===== src/rtl/uart_test_ctrl_pkg.sv =====
// Shared definitions for the UART host command decoder: ASCII command and
// reply bytes, the FSM state encoding and a nibble-to-hex helper.
package uart_test_ctrl_pkg;

    // Host commands
    localparam logic [7:0] CMD_GO     = 8'h47;  // 'G'
    localparam logic [7:0] CMD_HALT   = 8'h48;  // 'H'
    localparam logic [7:0] CMD_CLEAR  = 8'h43;  // 'C'
    localparam logic [7:0] CMD_STATUS = 8'h53;  // 'S'

    // Reply bytes
    localparam logic [7:0] RSP_OK   = 8'h4B;    // 'K'
    localparam logic [7:0] RSP_ERR  = 8'h3F;    // '?'
    localparam logic [7:0] RSP_RUN  = 8'h52;    // 'R'
    localparam logic [7:0] RSP_HALT = 8'h48;    // 'H'
    localparam logic [7:0] LF       = 8'h0A;

    typedef enum logic [1:0] {
        StIdle,
        StDecode,
        StClear,
        StSend
    } state_e;

    // 0-9 map to '0'-'9', 10-15 map to uppercase 'A'-'F'
    function automatic logic [7:0] nibble_to_hex(input logic [3:0] nib);
        if (nib < 4'd10) begin
            return 8'h30 + {4'h0, nib};
        end else begin
            return 8'h37 + {4'h0, nib};
        end
    endfunction

endpackage


===== src/rtl/uart_test_ctrl.sv =====
// Host command decoder for the LUT-RAM test designs. Decodes single-byte
// commands from the UART receiver, drives run/clear control into the test
// engine, counts completed passes and sends short ASCII replies.
module uart_test_ctrl
    import uart_test_ctrl_pkg::*;
#(
    parameter int unsigned RST_CYCLES   = 4,
    parameter logic        RUN_ON_RESET = 1'b1
) (
    input  logic       clk,
    input  logic       nrst,
    input  logic [7:0] rx_data,
    input  logic       rx_data_ready,
    input  logic       loop_complete,
    output logic [7:0] tx_data,
    output logic       tx_data_ready,
    input  logic       tx_data_accepted,
    output logic       test_run,
    output logic       test_rst,
    output logic [7:0] loop_count,
    output logic       overrun
);

    localparam int unsigned CntW = (RST_CYCLES > 1) ? $clog2(RST_CYCLES) : 1;

    state_e          state;
    logic [7:0]      rx_byte;
    logic [3:0][7:0] rsp_buf;   // entry 0 is sent first
    logic [1:0]      rsp_idx;
    logic [1:0]      rsp_last;  // index of the final reply byte
    logic [CntW-1:0] rst_cnt;

    // Command FSM with registered reply and engine-control outputs
    always_ff @(posedge clk) begin
        if (!nrst) begin
            state         <= StIdle;
            rx_byte       <= 8'h00;
            rsp_buf       <= '0;
            rsp_idx       <= 2'd0;
            rsp_last      <= 2'd0;
            rst_cnt       <= '0;
            tx_data       <= 8'h00;
            tx_data_ready <= 1'b0;
            test_run      <= RUN_ON_RESET;
            test_rst      <= 1'b0;
        end else begin
            unique case (state)
                StIdle: begin
                    if (rx_data_ready) begin
                        rx_byte <= rx_data;
                        state   <= StDecode;
                    end
                end

                StDecode: begin
                    rsp_idx  <= 2'd0;
                    rsp_last <= 2'd0;
                    rsp_buf  <= {8'h00, 8'h00, 8'h00, RSP_OK};
                    case (rx_byte)
                        CMD_GO: begin
                            test_run      <= 1'b1;
                            tx_data       <= RSP_OK;
                            tx_data_ready <= 1'b1;
                            state         <= StSend;
                        end
                        CMD_HALT: begin
                            test_run      <= 1'b0;
                            tx_data       <= RSP_OK;
                            tx_data_ready <= 1'b1;
                            state         <= StSend;
                        end
                        CMD_CLEAR: begin
                            test_rst <= 1'b1;
                            rst_cnt  <= '0;
                            state    <= StClear;
                        end
                        CMD_STATUS: begin
                            // Count is snapshotted here; later passes do not alter the reply
                            rsp_buf <= {LF,
                                        nibble_to_hex(loop_count[3:0]),
                                        nibble_to_hex(loop_count[7:4]),
                                        test_run ? RSP_RUN : RSP_HALT};
                            rsp_last      <= 2'd3;
                            tx_data       <= test_run ? RSP_RUN : RSP_HALT;
                            tx_data_ready <= 1'b1;
                            state         <= StSend;
                        end
                        default: begin
                            tx_data       <= RSP_ERR;
                            tx_data_ready <= 1'b1;
                            state         <= StSend;
                        end
                    endcase
                end

                StClear: begin
                    // Hold test_rst for RST_CYCLES, then one quiet cycle before the 'K'
                    if (test_rst) begin
                        if (rst_cnt == CntW'(RST_CYCLES - 1)) begin
                            test_rst <= 1'b0;
                        end else begin
                            rst_cnt <= rst_cnt + 1'b1;
                        end
                    end else begin
                        tx_data       <= rsp_buf[0];
                        tx_data_ready <= 1'b1;
                        state         <= StSend;
                    end
                end

                StSend: begin
                    if (tx_data_accepted) begin
                        if (rsp_idx == rsp_last) begin
                            tx_data_ready <= 1'b0;
                            state         <= StIdle;
                        end else begin
                            rsp_idx <= rsp_idx + 2'd1;
                            tx_data <= rsp_buf[rsp_idx + 2'd1];
                        end
                    end
                end

                default: state <= StIdle;
            endcase
        end
    end

    // Pass counter and sticky overrun flag; an active clear overrides both
    always_ff @(posedge clk) begin
        if (!nrst) begin
            loop_count <= 8'h00;
            overrun    <= 1'b0;
        end else if (state == StClear) begin
            loop_count <= 8'h00;
            overrun    <= 1'b0;
        end else begin
            if (loop_complete && test_run && (loop_count != 8'hFF)) begin
                loop_count <= loop_count + 8'd1;
            end
            if (rx_data_ready && (state != StIdle)) begin
                overrun <= 1'b1;
            end
        end
    end

endmodule


===== config.mk =====
export PLATFORM = sky130hd
export DESIGN_NAME = uart_test_ctrl
export DESIGN_NICKNAME = d
export VERILOG_FILES = /design/src/rtl/uart_test_ctrl_pkg.sv /design/src/rtl/uart_test_ctrl.sv
export SDC_FILE = /design/constraint.sdc
export NUM_CORES = 1
export LEC_CHECK = 0
export ABC_AREA = 1
export CAP_MARGIN = 30
export CORE_ASPECT_RATIO = 1.2
export CORE_MARGIN = 10
export CORE_UTILIZATION = 30
export CTS_BUF_LIST = sky130_fd_sc_hd__clkbuf_16
export CTS_CLUSTER_SIZE = 10
export DETAILED_ROUTE_END_ITERATION = 12
export DONT_BUFFER_PORTS = 1
export PLACE_DENSITY = 0.46
export RECOVER_POWER = 100
export SLEW_MARGIN = 20
export SYNTH_ARGS = -nofsm -noshare
export SYNTH_HDL_FRONTEND = slang
export SYNTH_SLANG_ARGS = --single-unit

===== constraint.sdc =====
create_clock -name clk -period 2.7 [get_ports clk]
set_input_delay 0.54 -clock clk [delete_from_list [all_inputs] [get_ports clk]]
set_output_delay 0.54 -clock clk [all_outputs]
set_load 0.005 [all_outputs]

==> results by group <==
Outcome
  – Status: finished, final reports clean

Flow run
  – Max-cap violations: 0

CTS
  – Root buffer cell: clkbuf_16
  – Reg clk slew, reported paths: 0.07 ns
  – CTS hold repair buffers: 0
  – Post_cts resized: 0
  – Num Clock Sinks: 53
  – CTS H-tree lvls: 2
  – Maximum clock insertion buffer count: 2
  – Clk Latency, worst-skew pair: 0.29 ns
  – Num CTS Buffers: 5
  – CTS tree: built
  – Post-CTS Setup Bufs: 0

Critical path
  – WP data required: 2.89 ns
  – Crit. End Element: flop
  – Worst-path maximum fanout: 13
  – Reg2Reg Launch Point: state[1]
  – Critical Path Start: state[1]
  – Critical path type: flop to flop
  – Crit start category: flop
  – Reg2reg end: rst_cnt[0]
  – Flop2flop setup slack: 0.62 ns
  – Reg2Reg Depth: 8
  – Data arrival time of the worst path: 2.27 ns

Global routing
  – Number of global-route vias before repair: 2466
  – Tot GR Track Use: 0.1093
  – Initial antenna violation count: 0
  – Largest net degree at the start of global routing: 25
  – First-pass GRT wire length: 12.09 mm
  – Total grt overflow: 0

Hold path
  – Hold Path End: test_run
  – Hold Crit Depth: 1
  – HP Class: primary input to flop
  – Hold path start: nrst

Final layout
  – ANT cells: 0
  – Post-Layout Cell Count: 543
  – Area delta synth->final: 6.825%
  – Layout cell share with drive strength beyond 1: 0.05437
  – NumNets Final: 445

Detailed routing
  – DR vias/cell: 4.589
  – DRC violations left: 0
  – Antenna Nets Post-Route: 0
  – WL per Instance: 13.17 um
  – DR iter-0 viols: 127
  – Final WL: 7.152 mm
  – Vias: 2492
  – First-pass detailed-route iteration total: 4

STA
  – Time the worst path needs with I/O delays and setup: 2.081 ns
  – Pins Over Slew Limit: 0
  – RSZ-0062 raised after global routing: false
  – Hold slack final: 0.3413 ns
  – Clock Skew: 0.005697 ns
  – Setup TNS: 0 ns
  – Setup ws final: 0.6188 ns
  – Fmax achieved: 480.5 MHz
  – Worst-margin pin slew: 0.6115 ns
  – Endpoints failing setup: 0
  – Worst rel slew slack: 0.5923
  – Final period util: 0.7708
  – Final Hold Viols: 0

Logic synthesis
  – Synth Flop Type: dfxtp_1
  – Yosys warns: 0
  – Synth unique cells: 31
  – Synth Cell Area: 2841 sq um
  – Post-Synthesis Cells: 426
  – Async SR Flop Fraction: 0
  – Number of synthesized register bits: 53
  – Mapped Nets: 449
  – Post-synth EDFFs: 0
  – Syn avg cell area: 6.670 sq um
  – Post-synthesis sequential area ratio: 0.3734

Power and ir drop
  – Peak supply drop: 0.2495 mV
  – PwrDens: 854.1 nW/um^2
  – Leak: 0.001322 uW
  – Pwr Total: 2593 uW

Floorplan
  – Row count: 38
  – Chip width: 108.8 um
  – Die area: 13780 sq um
  – IO Count: 33
  – Core area: 9129 sq um
  – Die Span Y: 126.6 um
  – Initial Utilization: 0.3113

Placed design
  – Dpl cells: 535
  – DP Wirelength: 5.510 mm
  – Placer Congestion: 0.8543
  – Pre-CTS worst setup slack: 0.8431 ns
  – PortBufs: 0
==> worst max path at each step <==
stage / end
2_1_floorplan: tx_data[0]
3_3_place_gp: tx_data[3]
3_5_place_dp: tx_data[3]
4_1_cts: tx_data[3]
5_1_grt: rst_cnt[0]
6_report: rst_cnt[0]
==> layout by cell type, fill, tap and decap left out, drive strengths merged, types with 3 or more instances in the layout <==
cell type / Yosys / layout
ha: 10 / 10
clkinv: 1 / 3
nor2: 54 / 54
dfxtp: 53 / 53
nand3: 27 / 27
inv: 53 / 54
clkbuf: 5 / 7
o21ai: 28 / 28
nand2: 128 / 128
nor3: 3 / 3
a21oi: 41 / 41
o21a: 5 / 5
nand4: 3 / 3
==> cell type report <==
| type | count | area [sq um] |
|---|---|---|
| Sequential cell | 53 | 1061 |
| Clock buffer | 5 | 125.1 |
| Multi-Input combinational cell | 305 | 1468 |
| Tap cell | 120 | 150.1 |
| Clock inverter | 3 | 13.76 |
| Inverter | 54 | 202.7 |
| Timing Repair Buffer | 3 | 15.01 |
| Fill cell | 1053 | 6093 |
==> layer usage <==
layer  GRT usage  part of all wire  vias to the layer above
met5           0                 0                        -
met1      0.1181              0.43                     1108
li1            -                 -                     1341
met4     0.03963             0.020                        0
met2      0.1952              0.50                       34
met3     0.03242             0.053                        9
==> kinds of logic after synthesis <==
kind of cell | Yosys count | share of synthesized area
AND/OR/NAND/NOR | 216 | 0.3272
AO/OA/AOI/OAI | 78 | 0.1502
buffers and inverters | 68 | 0.1039
flip-flops | 53 | 0.3734
adder cells (fa/ha/maj) | 10 | 0.04403
other | 1 | 0.001320
==> worst max-delay path: stages, from the launching register on <==
cell	delay (ns)
dfxtp_1	0.33
inv_1	0.13
ha_1	0.19
clkbuf_1	0.48
nand3_1	0.38
nand2_1	0.26
nand3_1	0.09
nand2_1	0.08
nor2_1	0.04
==> power by group <==
group	internal (uW)	leakage, uW	switching [uW]
clock network	338	0.0000748	294
logic	290	0.000814	572
registers	946	0.000433	153
total	1570	0.00132	1020
==> state kept, by name (all words and copies together), names as in the netlist <==
register       count
rx_byte            8
state              2
loop_count         8
test_rst           1
tx_data_ready      1
tx_data            7
rsp_last           1
rsp_idx            2
rst_cnt            2
rsp_buf           19
test_run           1
overrun            1
==> stage by stage <==
stage                     area, sq um    util
after floorplan                  2841       -
after global placement           2922  0.3200
after detailed placement         2922  0.3200
after CTS                        3060  0.3353
after global routing             3035  0.3325
final                            3035  0.3325
==> Yosys cell counts (all sizes together) (2+ instances only) <==
| cell type | instances | area [sq um] |
|---|---|---|
| clkbuf | 5 | 18.77 |
| nand2 | 128 | 508.0 |
| nor2 | 54 | 217.7 |
| o21ai | 28 | 140.1 |
| o2111ai | 2 | 17.52 |
| dfxtp | 53 | 1061 |
| nor3 | 3 | 26.28 |
| a21oi | 41 | 216.5 |
| buf | 9 | 73.81 |
| nand3 | 27 | 152.7 |
| inv | 53 | 198.9 |
| o21a | 5 | 37.54 |
| ha | 10 | 125.1 |
| nand4 | 3 | 18.77 |
No activity file was read; power rests on OpenSTA's default activity.
